[config.mk]
export PLATFORM = sky130hd
export DESIGN_NAME = inv_round_key_sequencer
export DESIGN_NICKNAME = d
export VERILOG_FILES = /design/src/rtl/inv_aes_pkg.sv /design/src/rtl/inv_key_store.sv /design/src/rtl/inv_round_key_sequencer.sv
export SDC_FILE = /design/constraint.sdc
export NUM_CORES = 2
export LEC_CHECK = 0
export BUFFER_PORTS_ARGS = -buffer_cell sky130_fd_sc_hd__buf_2
export CORE_MARGIN = 1
export CORE_UTILIZATION = 45
export CTS_BUF_LIST = sky130_fd_sc_hd__clkbuf_8
export DETAILED_ROUTE_END_ITERATION = 10
export HOLD_SLACK_MARGIN = 0.1
export PLACE_DENSITY = 0.74
export SLEW_MARGIN = 15
export SYNTH_ARGS = -nofsm -noshare
export SYNTH_HDL_FRONTEND = slang
export SYNTH_SLANG_ARGS = --single-unit
[constraint.sdc]
create_clock -name clk -period 4.4 [get_ports clk]
set_input_delay 0.66 -clock clk [delete_from_list [all_inputs] [get_ports clk]]
set_output_delay 0.66 -clock clk [all_outputs]
set_load 0.01 [all_outputs]
[src/rtl/inv_aes_pkg.sv]
// Shared constants and FSM state type for the inverse round-key sequencer.
package inv_aes_pkg;

    localparam int unsigned NUM_ROUNDS  = 10;
    localparam int unsigned WORD_W      = 32;
    localparam int unsigned KEY_WORDS   = 4 * (NUM_ROUNDS + 1);
    localparam int unsigned ROUND_KEY_W = 128;
    localparam int unsigned WCNT_W      = $clog2(KEY_WORDS);
    localparam int unsigned RIDX_W      = 4;

    typedef enum logic [2:0] {
        S_IDLE,
        S_LOAD,
        S_READY,
        S_SETUP,
        S_FIRE,
        S_WAIT,
        S_DONE
    } state_t;

endpackage

[src/rtl/inv_key_store.sv]
// Expanded-key register file: one word written per cycle, one full round key
// (four consecutive words, word 0 in the most significant slot) read by round index.
module inv_key_store
    import inv_aes_pkg::*;
#(
    parameter int unsigned N_WORDS = KEY_WORDS,
    parameter int unsigned DATA_W  = WORD_W
) (
    input  logic                  clk,
    input  logic                  i_we,
    input  logic [WCNT_W-1:0]     i_waddr,
    input  logic [DATA_W-1:0]     i_wdata,
    input  logic [RIDX_W-1:0]     i_round,
    output logic [4*DATA_W-1:0]   o_round_key
);

    logic [DATA_W-1:0] r_mem [N_WORDS];

    // Word write; contents are not reset, a full reload always precedes use.
    always_ff @(posedge clk) begin
        if (i_we) begin
            r_mem[i_waddr] <= i_wdata;
        end
    end

    // Gather the four words of the selected round key, big-endian word order.
    always_comb begin
        o_round_key = '0;
        for (int unsigned k = 0; k < 4; k++) begin
            o_round_key[(3 - k) * DATA_W +: DATA_W] = r_mem[{i_round, 2'(k)}];
        end
    end

endmodule

[src/rtl/inv_round_key_sequencer.sv]
// Loads the expanded AES key word-serially, then replays the round keys from
// the last round down to round 0, one strobe per key, pacing each key on the
// rising edge of the downstream completion signal.
module inv_round_key_sequencer
    import inv_aes_pkg::*;
(
    input  logic                   clk,
    input  logic                   rst,
    input  logic                   keyWordValid,
    input  logic [WORD_W-1:0]      keyWord,
    input  logic                   startDecrypt,
    input  logic                   invRoundsDone,
    output logic [ROUND_KEY_W-1:0] newKey,
    output logic                   enableInvAddRoundKey,
    output logic [RIDX_W-1:0]      roundIdx,
    output logic                   keyLoaded,
    output logic                   busy,
    output logic                   keySeqDone
);

    state_t                 r_state;
    state_t                 w_next;
    logic [WCNT_W-1:0]      r_word_cnt;
    logic [RIDX_W-1:0]      r_round;
    logic [ROUND_KEY_W-1:0] r_key;
    logic [ROUND_KEY_W-1:0] w_store_key;
    logic                   r_loaded;
    logic                   r_strobe;
    logic                   r_done_q;
    logic                   w_we;
    logic                   w_last_word;
    logic                   w_start;
    logic                   w_done_rise;

    inv_key_store #(
        .N_WORDS (KEY_WORDS),
        .DATA_W  (WORD_W)
    ) u_store (
        .clk         (clk),
        .i_we        (w_we),
        .i_waddr     (r_word_cnt),
        .i_wdata     (keyWord),
        .i_round     (r_round),
        .o_round_key (w_store_key)
    );

    // Decode load/start qualifiers; a reload in READY takes priority over a start.
    always_comb begin
        w_we        = keyWordValid &&
                      (r_state == S_IDLE || r_state == S_LOAD || r_state == S_READY);
        w_last_word = (r_word_cnt == WCNT_W'(KEY_WORDS - 1));
        w_start     = (r_state == S_READY) && startDecrypt && !keyWordValid;
        w_done_rise = invRoundsDone && !r_done_q;
    end

    // FSM state register.
    always_ff @(posedge clk or posedge rst) begin
        if (rst) begin
            r_state <= S_IDLE;
        end else begin
            r_state <= w_next;
        end
    end

    // FSM next-state and status outputs.
    always_comb begin
        w_next     = r_state;
        busy       = 1'b0;
        keySeqDone = 1'b0;
        unique case (r_state)
            S_IDLE: begin
                if (keyWordValid) begin
                    w_next = S_LOAD;
                end
            end
            S_LOAD: begin
                if (keyWordValid && w_last_word) begin
                    w_next = S_READY;
                end
            end
            S_READY: begin
                if (keyWordValid) begin
                    w_next = S_LOAD;
                end else if (startDecrypt) begin
                    w_next = S_SETUP;
                end
            end
            S_SETUP: begin
                busy   = 1'b1;
                w_next = S_FIRE;
            end
            S_FIRE: begin
                busy   = 1'b1;
                w_next = S_WAIT;
            end
            S_WAIT: begin
                busy = 1'b1;
                if (w_done_rise) begin
                    w_next = (r_round == '0) ? S_DONE : S_SETUP;
                end
            end
            S_DONE: begin
                keySeqDone = 1'b1;
                w_next     = S_READY;
            end
            default: begin
                w_next = S_IDLE;
            end
        endcase
    end

    // Word counter, load flag, round index, key register, strobe and done-edge history.
    // The strobe is registered off FIRE so it trails the newKey update by a full cycle.
    always_ff @(posedge clk or posedge rst) begin
        if (rst) begin
            r_word_cnt <= '0;
            r_loaded   <= 1'b0;
            r_round    <= '0;
            r_key      <= '0;
            r_strobe   <= 1'b0;
            r_done_q   <= 1'b0;
        end else begin
            r_done_q <= invRoundsDone;
            r_strobe <= (r_state == S_FIRE);
            if (w_we) begin
                r_word_cnt <= w_last_word ? '0 : r_word_cnt + WCNT_W'(1);
                r_loaded   <= w_last_word;
            end
            if (w_start) begin
                r_round <= RIDX_W'(NUM_ROUNDS);
            end else if (r_state == S_WAIT && w_done_rise && r_round != '0) begin
                r_round <= r_round - RIDX_W'(1);
            end
            if (r_state == S_SETUP) begin
                r_key <= w_store_key;
            end
        end
    end

    assign newKey               = r_key;
    assign enableInvAddRoundKey = r_strobe;
    assign roundIdx             = r_round;
    assign keyLoaded            = r_loaded;

endmodule

==> impl_metrics.py <==
metrics = {
    "drt": {
        "ant_nets": 0,
        "drtPass1Iterations": 5,
        "drc_errors": 0,
        "first_iter_violations": 3193,
        "via_per_inst": 5.728,
        "wirelength_mm": 140.7,
        "post_drt_wl_per_cell_um": 27.01,
        "vias": 29829,
    },
    "clock_tree": {
        "cts_max_level": 4,
        "cts.clk_slew.worst_paths_ns": 0.06,
        "post_cts_buffers": 0,
        "cts_tree": "built",
        "cts-resized-gates": 0,
        "clock_path_buffers": 3,
        "clkLatencyLatePin_ns": 0.88,
        "cts_root_buf": "clkbuf_8",
        "cts_sinks": 1552,
        "numCtsBuffers": 222,
        "ctsHoldBuffers": 3,
    },
    "synthesis": {
        "ys_ff_latch": 1552,
        "synth_warnings": 0,
        "ys_types": 42,
        "synth_area_sq_um": 59080,
        "postSynthCellCount": 2951,
        "synth.net_count": 2990,
        "synth_edf_count": 1408,
        "ys_top_cells_by_area": "edfxtp_1 (72%), mux4_2 (9.7%), dfrtp_1 (6.1%)",
        "avgSynthCellArea_sq_um": 20.02,
        "synth_largest_area_cell": "edfxtp_1",
        "synth-async-reset-ratio": 0.09278,
        "synth_ff_type": "edfxtp_1",
        "ys_seq_area_frac": 0.7767,
        "synth_top_area_frac": 0.7157,
    },
    "worst_hold_path": {
        "hp-start": "startDecrypt",
        "holdPathStages": 4,
        "hold_end": "r_state[0]$_DFFE_PP0P_",
        "hold_path_class": "in2reg",
    },
    "sta": {
        "fin_crit_ns": 3.438,
        "worst-slew-pin-transition_ns": 1.238,
        "maxSlewHeadroom": 0.1748,
        "finalCritPeriodShare": 0.7813,
        "fin_hold_ws_ns": 0.2936,
        "fmax_ghz": 0.2909,
        "finalHoldViolations": 0,
        "tns_ns": 0,
        "setup-violations-final": 0,
        "rsz0062_at_grt": "no",
        "clock_skew_ns": 0.04498,
        "report.final.slew_viol_count": 0,
    },
    "setup_path": {
        "cp_slowest_stage_delay_ns": 0.91,
        "start_kind": "flip-flop",
        "worstReg2RegEnd": "u_store.r_mem[30][13]$_DFFE_PP_",
        "crit_path_end_kind": "output pin",
        "crit_family": "buffers and inverters",
        "path_class": "reg2out",
        "crit_path_cell_trace": "buf_4 -> buf_2",
        "critPathRequiredTime_ns": 3.74,
        "r2r_start": "r_state[2]$_DFFE_PP0P_",
        "reg2reg_slack_ns": 1.33,
        "cpMaxStageDelayCell": "dfrtp_4",
        "worstPathMaxFanout": 40,
        "reg2reg_depth": 5,
        "cp_num_buf_inv": 2,
        "cp.arrival_ns": 2.78,
    },
    "floorplanning": {
        "die-area_sq_um": 132700,
        "die_h_um": 364.3,
        "rows": 132,
        "io_pins": 173,
        "start_util": 0.4551,
        "core_area_sq_um": 129800,
        "dieWidth_um": 364.3,
    },
    "layout": {
        "fin_nets": 3309,
        "fillCellCount": 10140,
        "mostFrequentLayoutCell": "edfxtp_1",
        "synthToLayoutAreaGrowth_pct": 12.82,
        "layout-drive-gt1-share": 0.2467,
        "final_cell_mix": "edfxtp_1 (1,408), mux4_2 (255), clkbuf_8 (237)",
    },
    "global_route": {
        "grt_max_degree": 145,
        "busiest_layer": "met2",
        "gr-total-overflow": 0,
        "grt_pass1_vias": 30624,
        "antenna_found_initial": 10,
        "grt_use_met3": 0.05022,
        "grt_use_total": 0.2135,
        "met2_usage": 0.3442,
        "grt_pass1_wl_mm": 205.7,
        "gr-usage-met1": 0.2868,
    },
    "power_and_ir_drop": {
        "p_per_area_nw_per_um2": 573.2,
        "irDropWorstVdd_v": 0.0005703,
        "finalPower_mw": 38.20,
        "p_leak_nw": 22.25,
    },
    "job": {
        "drv_cap": 0,
    },
    "placed_design": {
        "dp.final_hpwl_mm": 76.25,
        "numPortBuffers": 172,
        "finalWeightedCongestion": 0.7890,
    },
    "status": {
        "status": "complete, no violations",
    },
}
## synthesized netlist by cell type (all sizes together), types with 5 or more instances
cell type  count
a21oi         37
nor2          52
nand2        216
dfrtp        144
o21ai         97
xnor2          5
nand2b       167
clkbuf        50
nor3           5
mux4         255
inv            5
edfxtp      1408
a32oi        127
buf          118
mux2i        225
## state kept, by name (all words and copies together), names as in the netlist
| signal | count |
|---|---|
| u_store.r_mem | 1408 |
| r_state | 3 |
| r_done_q | 1 |
| keyLoaded | 1 |
| enableInvAddRoundKey | 1 |
| newKey | 128 |
| roundIdx | 4 |
| r_word_cnt | 6 |
## per-stage QoR
stage	setup WS (ns)	std cells	instance area [sq um]	util
after detailed placement	1.180	4783	62330	0.4801
after global routing	0.7760	5204	66640	0.5133
after CTS	0.8255	5201	66590	0.5130
final	0.9621	5208	66650	0.5134
after floorplan	1.394	2951	59080	-
after global placement	1.245	4783	62330	0.4801
## worst max-delay path by stage
stage / start / endpoint / slack, ns / cells past startpoint
finish: roundIdx[0]$_DFFE_PP0P_ / roundIdx[0] / 0.96 / 2
global route: roundIdx[0]$_DFFE_PP0P_ / roundIdx[0] / 0.78 / 2
CTS: roundIdx[0]$_DFFE_PP0P_ / roundIdx[0] / 0.83 / 2
detailed placement: keyWordValid / u_store.r_mem[35][10]$_DFFE_PP_ / 1.18 / 5
global placement: keyWordValid / u_store.r_mem[35][16]$_DFFE_PP_ / 1.24 / 5
floorplan: keyWordValid / u_store.r_mem[35][0]$_DFFE_PP_ / 1.39 / 4
## metal layers
layer  up-vias  routed length [um]
li1      12565                   -
met1     15720               56830
met2      1341               67890
met3       195               12040
met4         8                3888
met5         -                  43
## power by group
group	internal (mW)	total, mW	switching [mW]
sequential	17.1	18.1	1.02
combinational	4.01	9.32	5.30
clock	5.45	10.8	5.31
total	26.6	38.2	11.6
## kinds of logic (layout without fill, tap and decap cells)
kind of cell / Yosys count / count (layout) / share of synthesized area
AOI/OAI and AO/OA: 269 / 269 / 0.03128
muxes: 482 / 482 / 0.1357
xor gates and xnor gates: 5 / 5 / 0.0007412
buffers and inverters: 174 / 684 / 0.01701
and+or+nand+nor: 467 / 467 / 0.03818
other: 0 / 5 / 0
adders and majority gates: 2 / 2 / 0.0004235
DFF: 1552 / 1552 / 0.7767
## tightest hold or removal path: cells and delay by family
family | cells | cell delay (ns)
and+or+nand+nor | 1 | 0.08
buffers and inverters | 1 | 0.15
AOI/OAI and AO/OA | 2 | 0.23
## area by class of cell
cell class	count	area [sq um]	share of cell area
Sequential cell	1552	45900	0.6886
Multi-Input combinational cell	1225	12540	0.1882
Clock buffer	237	3262	0.04894
Tap cell	1742	2180	0.03270
Timing Repair Buffer	263	1757	0.02636
Clock inverter	178	972.2	0.01459
Inverter	6	28.78	0.0004318
Antenna cell	5	12.51	0.0001877
Power figures use the tool's default switching activity.
